--- src/rtl/seg7_capture.sv ---
// seg7_capture
//   Watches a multiplexed, active-low seven-segment display bus. A {seg,an}
//   sample that stays identical for STABLE_CYCLES consecutive samples is
//   decoded once into the per-digit register file.
//
// Ports
//   clk          system clock, rising edge
//   rst          synchronous active-high reset
//   seg[6:0]     active-low segments {g,f,e,d,c,b,a}
//   an[3:0]      active-low digit select (one-hot-low)
//   digit_val    captured hex value per digit, nibble i = digit i
//   digit_blank  bit i set when digit i last captured the blank pattern
//   cap_valid    one-cycle pulse per capture event
//   cap_idx      digit index of the capture (0 when idle)
//   cap_val      decoded value of the capture (0 when idle or illegal)
//   cap_err      capture of an illegal segment pattern
//   sel_err      level, high while the sampled an is not one-hot-low
module seg7_capture #(
    parameter int STABLE_CYCLES = 4
) (
    input  logic        clk,
    input  logic        rst,
    input  logic [6:0]  seg,
    input  logic [3:0]  an,
    output logic [15:0] digit_val,
    output logic [3:0]  digit_blank,
    output logic        cap_valid,
    output logic [1:0]  cap_idx,
    output logic [3:0]  cap_val,
    output logic        cap_err,
    output logic        sel_err
);

    localparam logic [7:0] STABLE = 8'(STABLE_CYCLES);

    typedef enum logic [1:0] {ST_WAIT, ST_COUNT, ST_LOCKED} state_t;

    state_t     state, state_n;
    logic [7:0] cnt, cnt_n;
    logic [7:0] cnt_inc;
    logic       capture;

    // Sample stage plus one older sample; every decision looks only at these.
    logic [6:0] samp_seg, prev_seg;
    logic [3:0] samp_an, prev_an;

    logic       sel_ok;
    logic [1:0] sel_idx;
    logic       same;
    logic [3:0] dec_val;
    logic       dec_legal;
    logic       is_blank;

    always_comb begin
        sel_ok  = 1'b1;
        sel_idx = 2'd0;
        case (samp_an)
            4'b1110: sel_idx = 2'd0;
            4'b1101: sel_idx = 2'd1;
            4'b1011: sel_idx = 2'd2;
            4'b0111: sel_idx = 2'd3;
            default: sel_ok  = 1'b0;
        endcase
    end

    always_comb begin
        dec_legal = 1'b1;
        dec_val   = 4'h0;
        case (samp_seg)
            7'b1000000: dec_val = 4'h0;
            7'b1111001: dec_val = 4'h1;
            7'b0100100: dec_val = 4'h2;
            7'b0110000: dec_val = 4'h3;
            7'b0011001: dec_val = 4'h4;
            7'b0010010: dec_val = 4'h5;
            7'b0000010: dec_val = 4'h6;
            7'b1111000: dec_val = 4'h7;
            7'b0000000: dec_val = 4'h8;
            7'b0010000: dec_val = 4'h9;
            7'b0001000: dec_val = 4'hA;
            7'b0000011: dec_val = 4'hB;
            7'b1000110: dec_val = 4'hC;
            7'b0100001: dec_val = 4'hD;
            7'b0000110: dec_val = 4'hE;
            7'b0001110: dec_val = 4'hF;
            default:    dec_legal = 1'b0;
        endcase
    end

    assign is_blank = (samp_seg == 7'b1111111);
    assign same     = ({samp_seg, samp_an} == {prev_seg, prev_an});
    assign cnt_inc  = cnt + 8'd1;

    // A bad select overrides every state. A capture fires on the same edge
    // the counter reaches STABLE, so a differing sample on that edge simply
    // restarts the count instead.
    always_comb begin
        state_n = state;
        cnt_n   = cnt;
        capture = 1'b0;
        if (!sel_ok) begin
            state_n = ST_WAIT;
            cnt_n   = 8'd0;
        end else begin
            case (state)
                ST_WAIT: begin
                    state_n = ST_COUNT;
                    cnt_n   = 8'd1;
                end
                ST_COUNT: begin
                    if (same) begin
                        cnt_n = cnt_inc;
                        if (cnt_inc == STABLE) begin
                            state_n = ST_LOCKED;
                            capture = 1'b1;
                        end
                    end else begin
                        cnt_n = 8'd1;
                    end
                end
                ST_LOCKED: begin
                    if (!same) begin
                        state_n = ST_COUNT;
                        cnt_n   = 8'd1;
                    end
                end
                default: begin
                    state_n = ST_WAIT;
                    cnt_n   = 8'd0;
                end
            endcase
        end
    end

    always_ff @(posedge clk) begin
        if (rst) begin
            state       <= ST_WAIT;
            cnt         <= 8'd0;
            samp_seg    <= 7'b1111111;
            samp_an     <= 4'b1111;
            prev_seg    <= 7'b1111111;
            prev_an     <= 4'b1111;
            digit_val   <= 16'h0000;
            digit_blank <= 4'b1111;
            cap_valid   <= 1'b0;
            cap_err     <= 1'b0;
            cap_idx     <= 2'd0;
            cap_val     <= 4'd0;
            sel_err     <= 1'b1;
        end else begin
            samp_seg  <= seg;
            samp_an   <= an;
            prev_seg  <= samp_seg;
            prev_an   <= samp_an;
            state     <= state_n;
            cnt       <= cnt_n;
            sel_err   <= !sel_ok;
            cap_valid <= capture;
            cap_err   <= capture && !dec_legal && !is_blank;
            cap_idx   <= capture ? sel_idx : 2'd0;
            cap_val   <= (capture && dec_legal) ? dec_val : 4'd0;
            // Illegal patterns leave the register file untouched.
            if (capture && dec_legal) begin
                digit_val[{sel_idx, 2'b00} +: 4] <= dec_val;
                digit_blank[sel_idx]             <= 1'b0;
            end else if (capture && is_blank) begin
                digit_val[{sel_idx, 2'b00} +: 4] <= 4'h0;
                digit_blank[sel_idx]             <= 1'b1;
            end
        end
    end

endmodule

--- config.mk ---
export PLATFORM = sky130hd
export DESIGN_NAME = seg7_capture
export DESIGN_NICKNAME = d
export VERILOG_FILES = /design/src/rtl/seg7_capture.sv
export SDC_FILE = /design/constraint.sdc
export NUM_CORES = 1
export LEC_CHECK = 0
export CORE_MARGIN = 5
export CORE_UTILIZATION = 35
export DETAILED_ROUTE_END_ITERATION = 12
export MAX_ROUTING_LAYER = met4
export PLACE_DENSITY = 0.64
export SLEW_MARGIN = 20
export SYNTH_ARGS = -nofsm -noshare
export SYNTH_HDL_FRONTEND = slang
export SYNTH_SLANG_ARGS = --single-unit
--- constraint.sdc ---
create_clock -name clk -period 1.9 [get_ports clk]
set_input_delay 0.38 -clock clk [delete_from_list [all_inputs] [get_ports clk]]
set_output_delay 0.38 -clock clk [all_outputs]
set_load 0.02 [all_outputs]
Yosys cells after proc, flatten, opt, wreduce, memory -nomap -nowiden
Cells that the tools add are included.
{ "classes": {"eq_ne": 27, "n_reduce_logical": 17, "order_cmp": 2, "addsub": 2, "shifts": 3, "mux": 23, "bitwise": 6} }
{ "op_table": {"columns": ["cell", "count"], "rows": [
  ["case mux 4 bit (15 select lines)", 1],
  ["equality test 7 bit, second input constant", 5],
  ["bitwise mux 16 bit", 2],
  ["2-to-1 mux 16 bit", 2],
  ["case mux 8 bit (3 select lines)", 1],
  ["equality test 7 x 5 -> 1 bit, second input constant", 3],
  ["equality test 7 x 6 -> 1 bit, second input constant", 3],
  ["2-to-1 mux 8 bit", 2],
  ["OR reduction 16 bit", 1],
  ["variable shift 4 x 6 -> 16 bit, first input constant", 1],
  ["variable part select 4 x 6 -> 16 bit", 1],
  ["variable part select 4 x 6 -> 16 bit, first input constant", 1],
  ["equality test 7 x 2 -> 1 bit, second input constant", 2],
  ["equality test 7 x 4 -> 1 bit, second input constant", 2],
  ["equality test 4 bit, second input constant", 3],
  ["case mux 2 bit (3 select lines)", 2],
  ["equality test 11 bit", 1],
  ["adder 8 x 1 -> 8 bit, second input constant", 1],
  ["equality test 8 x 3 -> 1 bit, second input constant", 1],
  ["2-to-1 mux 4 bit", 2],
  ["equality test 7 x 3 -> 1 bit, second input constant", 1],
  ["zero test 7 bit", 1],
  ["2-to-1 mux 1 bit", 7],
  ["2-to-1 mux 2 bit", 3],
  ["19 further kinds", 31]
]} }
{ "totals": {"input_bits": 13, "elab_cells": 93, "reg_bits": 61, "out_inout_bits": 29} }

Logic depth before layout (Yosys ltp)
{ "depth": {"depth_word": 9, "ltp_mapped": 9, "depth_no_buf": 7} }

Worst setup path after synthesis
No wires, ideal clock.
{ "synth_timing": {"path_kind": "flip-flop to flip-flop", "startpoint": "register samp_seg[3]", "endpoint": "register digit_val[12]", "path_stages_with_launch": 8, "arrival_time_ns": 2.031, "required_ns": 1.840, "setup_time_ns": 0.060, "synth_period_minus_slack_ns": 2.090, "slack_ns": -0.190, "n_path_buf": 1, "cell_sequence": "dfxtp_1 -> buf_6 -> xor2_1 -> nor4_4 -> nand4_2 -> or4_4 -> nor4_4 -> a22o_1"} }
{ "synth_via": {"elab_chain_len": 6, "elab_cells_between_ends": 30, "classes_between": "17 x eq/ne; 1 x shift; 7 x mux; 5 x reduce/logical"} }
{ "synth_rtl": {"columns": ["element", "line_no", "source"], "rows": [
  ["start: declaration", "44", "logic [6:0] samp_seg, prev_seg;"],
  ["start signal: assignment", "151", "samp_seg <= seg;"],
  ["parallel branches: the longest is 6 deep, another holds variable part select 4 x 6 -> 16 bit", null, null],
  ["end signal: indexed assignment", "164", "digit_val[{sel_idx, 2'b00} +: 4] <= dec_val;"],
  ["end: declaration", "25", "output logic [15:0] digit_val,"]
]} }
Several ways; the timed one is not identified.
A chain may end at the register's enable or synchronous reset.

Worst setup path after layout
{ "layout_timing": {"startpoint": "register cnt[2]", "endpoint": "register digit_val[7]"} }
{ "layout_via": {"elab_chain_len": 8, "elab_cells_between_ends": 10, "classes_between": "1 x add/sub; 1 x eq/ne; 5 x mux; 3 x reduce/logical"} }
{ "layout_rtl": {"columns": ["element", "line_no", "source"], "rows": [
  ["start: declaration", "39", "logic [7:0] cnt, cnt_n;"],
  ["start signal: assignment", "156", "cnt <= cnt_n;"],
  ["adder 8 x 1 -> 8 bit (*)", "92", "assign cnt_inc = cnt + 8'd1;"],
  ["equality test 8 x 3 -> 1 bit (*)", "113", "if (cnt_inc == STABLE) begin"],
  ["2-to-1 mux 1 bit (*)", "113", null],
  ["2-to-1 mux 1 bit (*)", "111", "if (same) begin"],
  ["2-to-1 mux 1 bit (*)", "105", "case (state)"],
  ["2-to-1 mux 1 bit (*)", "101", "if (!sel_ok) begin"],
  ["logical AND 1 bit, on equally long branches", "163, 166", null],
  ["2-to-1 mux 16 bit or nonzero test 2 bit (tied branches)", null, null]
]} }
Mark *: on every way between the ends. The rest lies on a longest branch, timed or not.

==> summary.txt <==
Synthesis
  • Synth Area in Simple Gates: 29.98%
  • Synth area leaders: dfxtp_1 (42%), a22o_1 (5.5%), or2_2 (5.2%), xor2_1 (4.6%), ha_1 (3.0%)
  • XOR/XNOR Fraction of Synth Area: 4.859%
  • Syn_area_per_cell: 9.613 sq um
  • Adder-Cell Fraction of Synth Area: 3.037%
  • Mux share of post-synthesis cell area: 0.3905%
  • Main synth FF type: dfxtp_1
  • Cells after Synth: 300
  • Largest family of logic cells by synthesized area: simple AND/OR/NAND/NOR gates
  • #FFs+latches synth: 61
  • Synth async-reset ratio: 0%
  • Synth top area share: 42.34%
  • Leading area contributor after synthesis: dfxtp_1
  • Post-synth EDFFs: 0
  • Mapped Area: 0.002884 sq mm
  • Synth Warn #: 0
  • Post-Syn Nets: 320
  • Post-synthesis compound-gate area fraction: 15.14%
  • Post-synthesis sequential area ratio: 42.34%
  • Post-synth cell types: 54

Timing
  • Final setup fails: 21
  • Final Hold Fails: 0
  • WHS: 480.0 ps
  • Total negative slack: -2377 ps
  • Skew final: 12.90 ps
  • RSZ-0062 raised after global routing: true
  • Final worst-path cycle share: 108.0%
  • Slew HR: 74.24%
  • Worst setup margin: -151.7 ps
  • Min Clock Period, post-route: 2052 ps
  • Max Fclk: 487.4 MHz
  • Worst-Margin Slew: 386.5 ps
  • Slew Limit Fails: 0

Critical path
  • WP data required: 2130 ps
  • CP Capture Type: register
  • Crit start category: register
  • Crit path DAT: 2280 ps
  • WS Path Type: register to register
  • FF-to-FF path depth: 7
  • CP max FO: 6

Drt
  • Final WL: 7820 um
  • Drt pass-1 iters: 6
  • Wire per inst: 14.73 um
  • Initial drt markers: 55
  • Final ANT Viol Nets: 0
  • Via count: 2702
  • Post-route DRC: 0
  • DR vias/cell: 5.089

Die
  • Core region area: 0.008134 sq mm
  • Initial core utilization: 35.46%
  • Die area: 0.01016 sq mm
  • DIE WIDTH: 100.8 um
  • Die Y: 100.8 um
  • Site row count: 33
  • Io pins: 42

Power and ir drop
  • Total power per unit cell area: 663.6 mW/mm^2
  • Final Power: 0.003229 W
  • VDD IR max: 330.1 uV
  • Leak pwr: 1.887 nW

Job
  • Max-cap violation count: 0

Placement
  • Gpl congestion: 0.8739
  • Input/output buffers: 41
  • Detail Placement HPWL: 5289 um
  • Place WS: -346.3 ps
  • Placed cell areas: 0.003981 sq mm

Clock tree
  • Worst-path clk slew: 70 ps
  • Hold buffer count at cts: 0
  • Cts bufs inserted: 9
  • Clk_lat worst skew: 340 ps
  • CTS tree: yes
  • Max Buffers Root-to-Sink: 2
  • Clock sink count: 61
  • CTS root buf: clkbuf_8
  • Max H-tree Level: 3

Outcome
  • Failing checks: negative setup slack
  • Status: finished, violations left

Cells and area
  • Share of cells above drive strength 1: 51.64%
  • Commonest non-fill, non-tap cell in the layout: buf_4
  • Fin nets: 441
  • Most frequent cells in the layout: buf_4 (72), dfxtp_1 (41), clkdlybuf4s50_1 (41)
  • Design Area, Final: 0.004866 sq mm
  • Diode count: 0
  • Area Growth Syn to Fin: 68.72%

Global routing
  • Total Routing Usage GR: 15.40%
  • GRT Residual Overflow: 0
  • First-pass GRT wire length: 12100 um
  • Initial antenna violation count: 0
  • Largest net degree at the start of global routing: 35
  • Vias in the first global route: 2527

Worst hold path
  • Hold Path Stages: 1
  • Min-Delay Path Class: register to register
==> synthesized netlist by cell type (2+ instances only) <==
library cell,count
dfxtp_1,61
a21oi_1,4
nor3_1,8
nand4b_1,3
nor4b_2,3
a22oi_1,2
nor4b_1,4
a211oi_1,3
nor4_4,3
and4b_1,5
o21a_1,2
nor2b_1,5
nor4_1,3
xor2_1,15
nand3_1,9
a22o_1,18
a311oi_1,2
nor4bb_1,2
a31oi_1,7
o21ai_0,10
or2_2,24
nor3b_1,2
clkbuf_1,13
buf_2,5
and3b_1,5
nand4_1,3
ha_1,7
nand2_1,8
nor2_1,21
inv_1,10
o41ai_1,2
and3_1,8
o21bai_1,2
==> what timing repair did <==
| action | CTS | global route |
|---|---|---|
| gates resized for setup | 58 | 71 |
| endpoints found under the setup margin | 36 | 35 |
| pin swaps | 21 | 27 |
| hold endpoints to repair | 0 | 0 |
| buffers inserted | 7 | 7 |
==> kinds of logic (layout without fill, tap and decap cells) <==
kind of cell / after synthesis / in the layout
adder cells (fa/ha/maj): 7 / 7
AND/OR/NAND/NOR: 126 / 126
buffers and inverters: 29 / 155
flip-flops: 61 / 61
multiplexers: 1 / 1
XOR/XNOR: 16 / 16
AO/OA/AOI/OAI: 60 / 60
==> flip-flops by register name, indices dropped and copies added, names as in the netlist, 2 cells and up, named ones only <==
name	cells
cap_idx	2
digit_val	16
cnt	8
state	2
cap_val	4
prev_seg	7
samp_an	4
prev_an	4
samp_seg	7
==> report_power, final <==
| group | leakage, nW | switching, W | internal, W |
|---|---|---|---|
| logic | 1.26 | 0.000193 | 0.000218 |
| clock network | 0.126 | 0.000532 | 0.000945 |
| registers | 0.502 | 0.0000440 | 0.00130 |
==> metrics by stage <==
| stage | cells | util, % |
|---|---|---|
| after floorplan | 300 | - |
| after global placement | 502 | 48.95 |
| after detailed placement | 502 | 48.95 |
| after CTS | 525 | 55.36 |
| after global routing | 531 | 59.82 |
| final | 531 | 59.82 |
==> path summary, 6_finish.rpt <==
| path | start | end | slack [ps] |
|---|---|---|---|
| setup / recovery | cnt[2] | digit_val[7] | -150 |
| hold / removal | digit_val[14] | digit_val[14] | 480 |
| setup reg to reg | cnt[2] | digit_val[7] | -150 |
| hold reg to reg | digit_val[14] | digit_val[14] | 480 |
==> layout make-up <==
cell class / instances / area [sq um]
fill: 647 / 3268
multi-input combinational: 210 / 2009
sequential: 61 / 1281
timing repair buffer: 129 / 1149
clock buffer: 11 / 151.4
tap: 105 / 131.4
clock inverter: 5 / 106.4
inverter: 10 / 37.54
==> layer usage <==
layer	part of all wire (%)	global-route usage (%)	up-vias
li1	-	-	1326
met1	43	19.18	1294
met2	50	24.35	70
met3	5.0	3.875	12
met4	1.9	5.181	0
met5	0	-	-
==> worst max-delay path, cell delays in order, from the launching register on <==
cell and delay, ps:
dfxtp_4 370, a311oi_1 310, a31o_2 170, and4b_2 260
nor4b_4 280, buf_4 200, a31oi_4 110, a22o_1 250
Power figures use the tool's default switching activity.
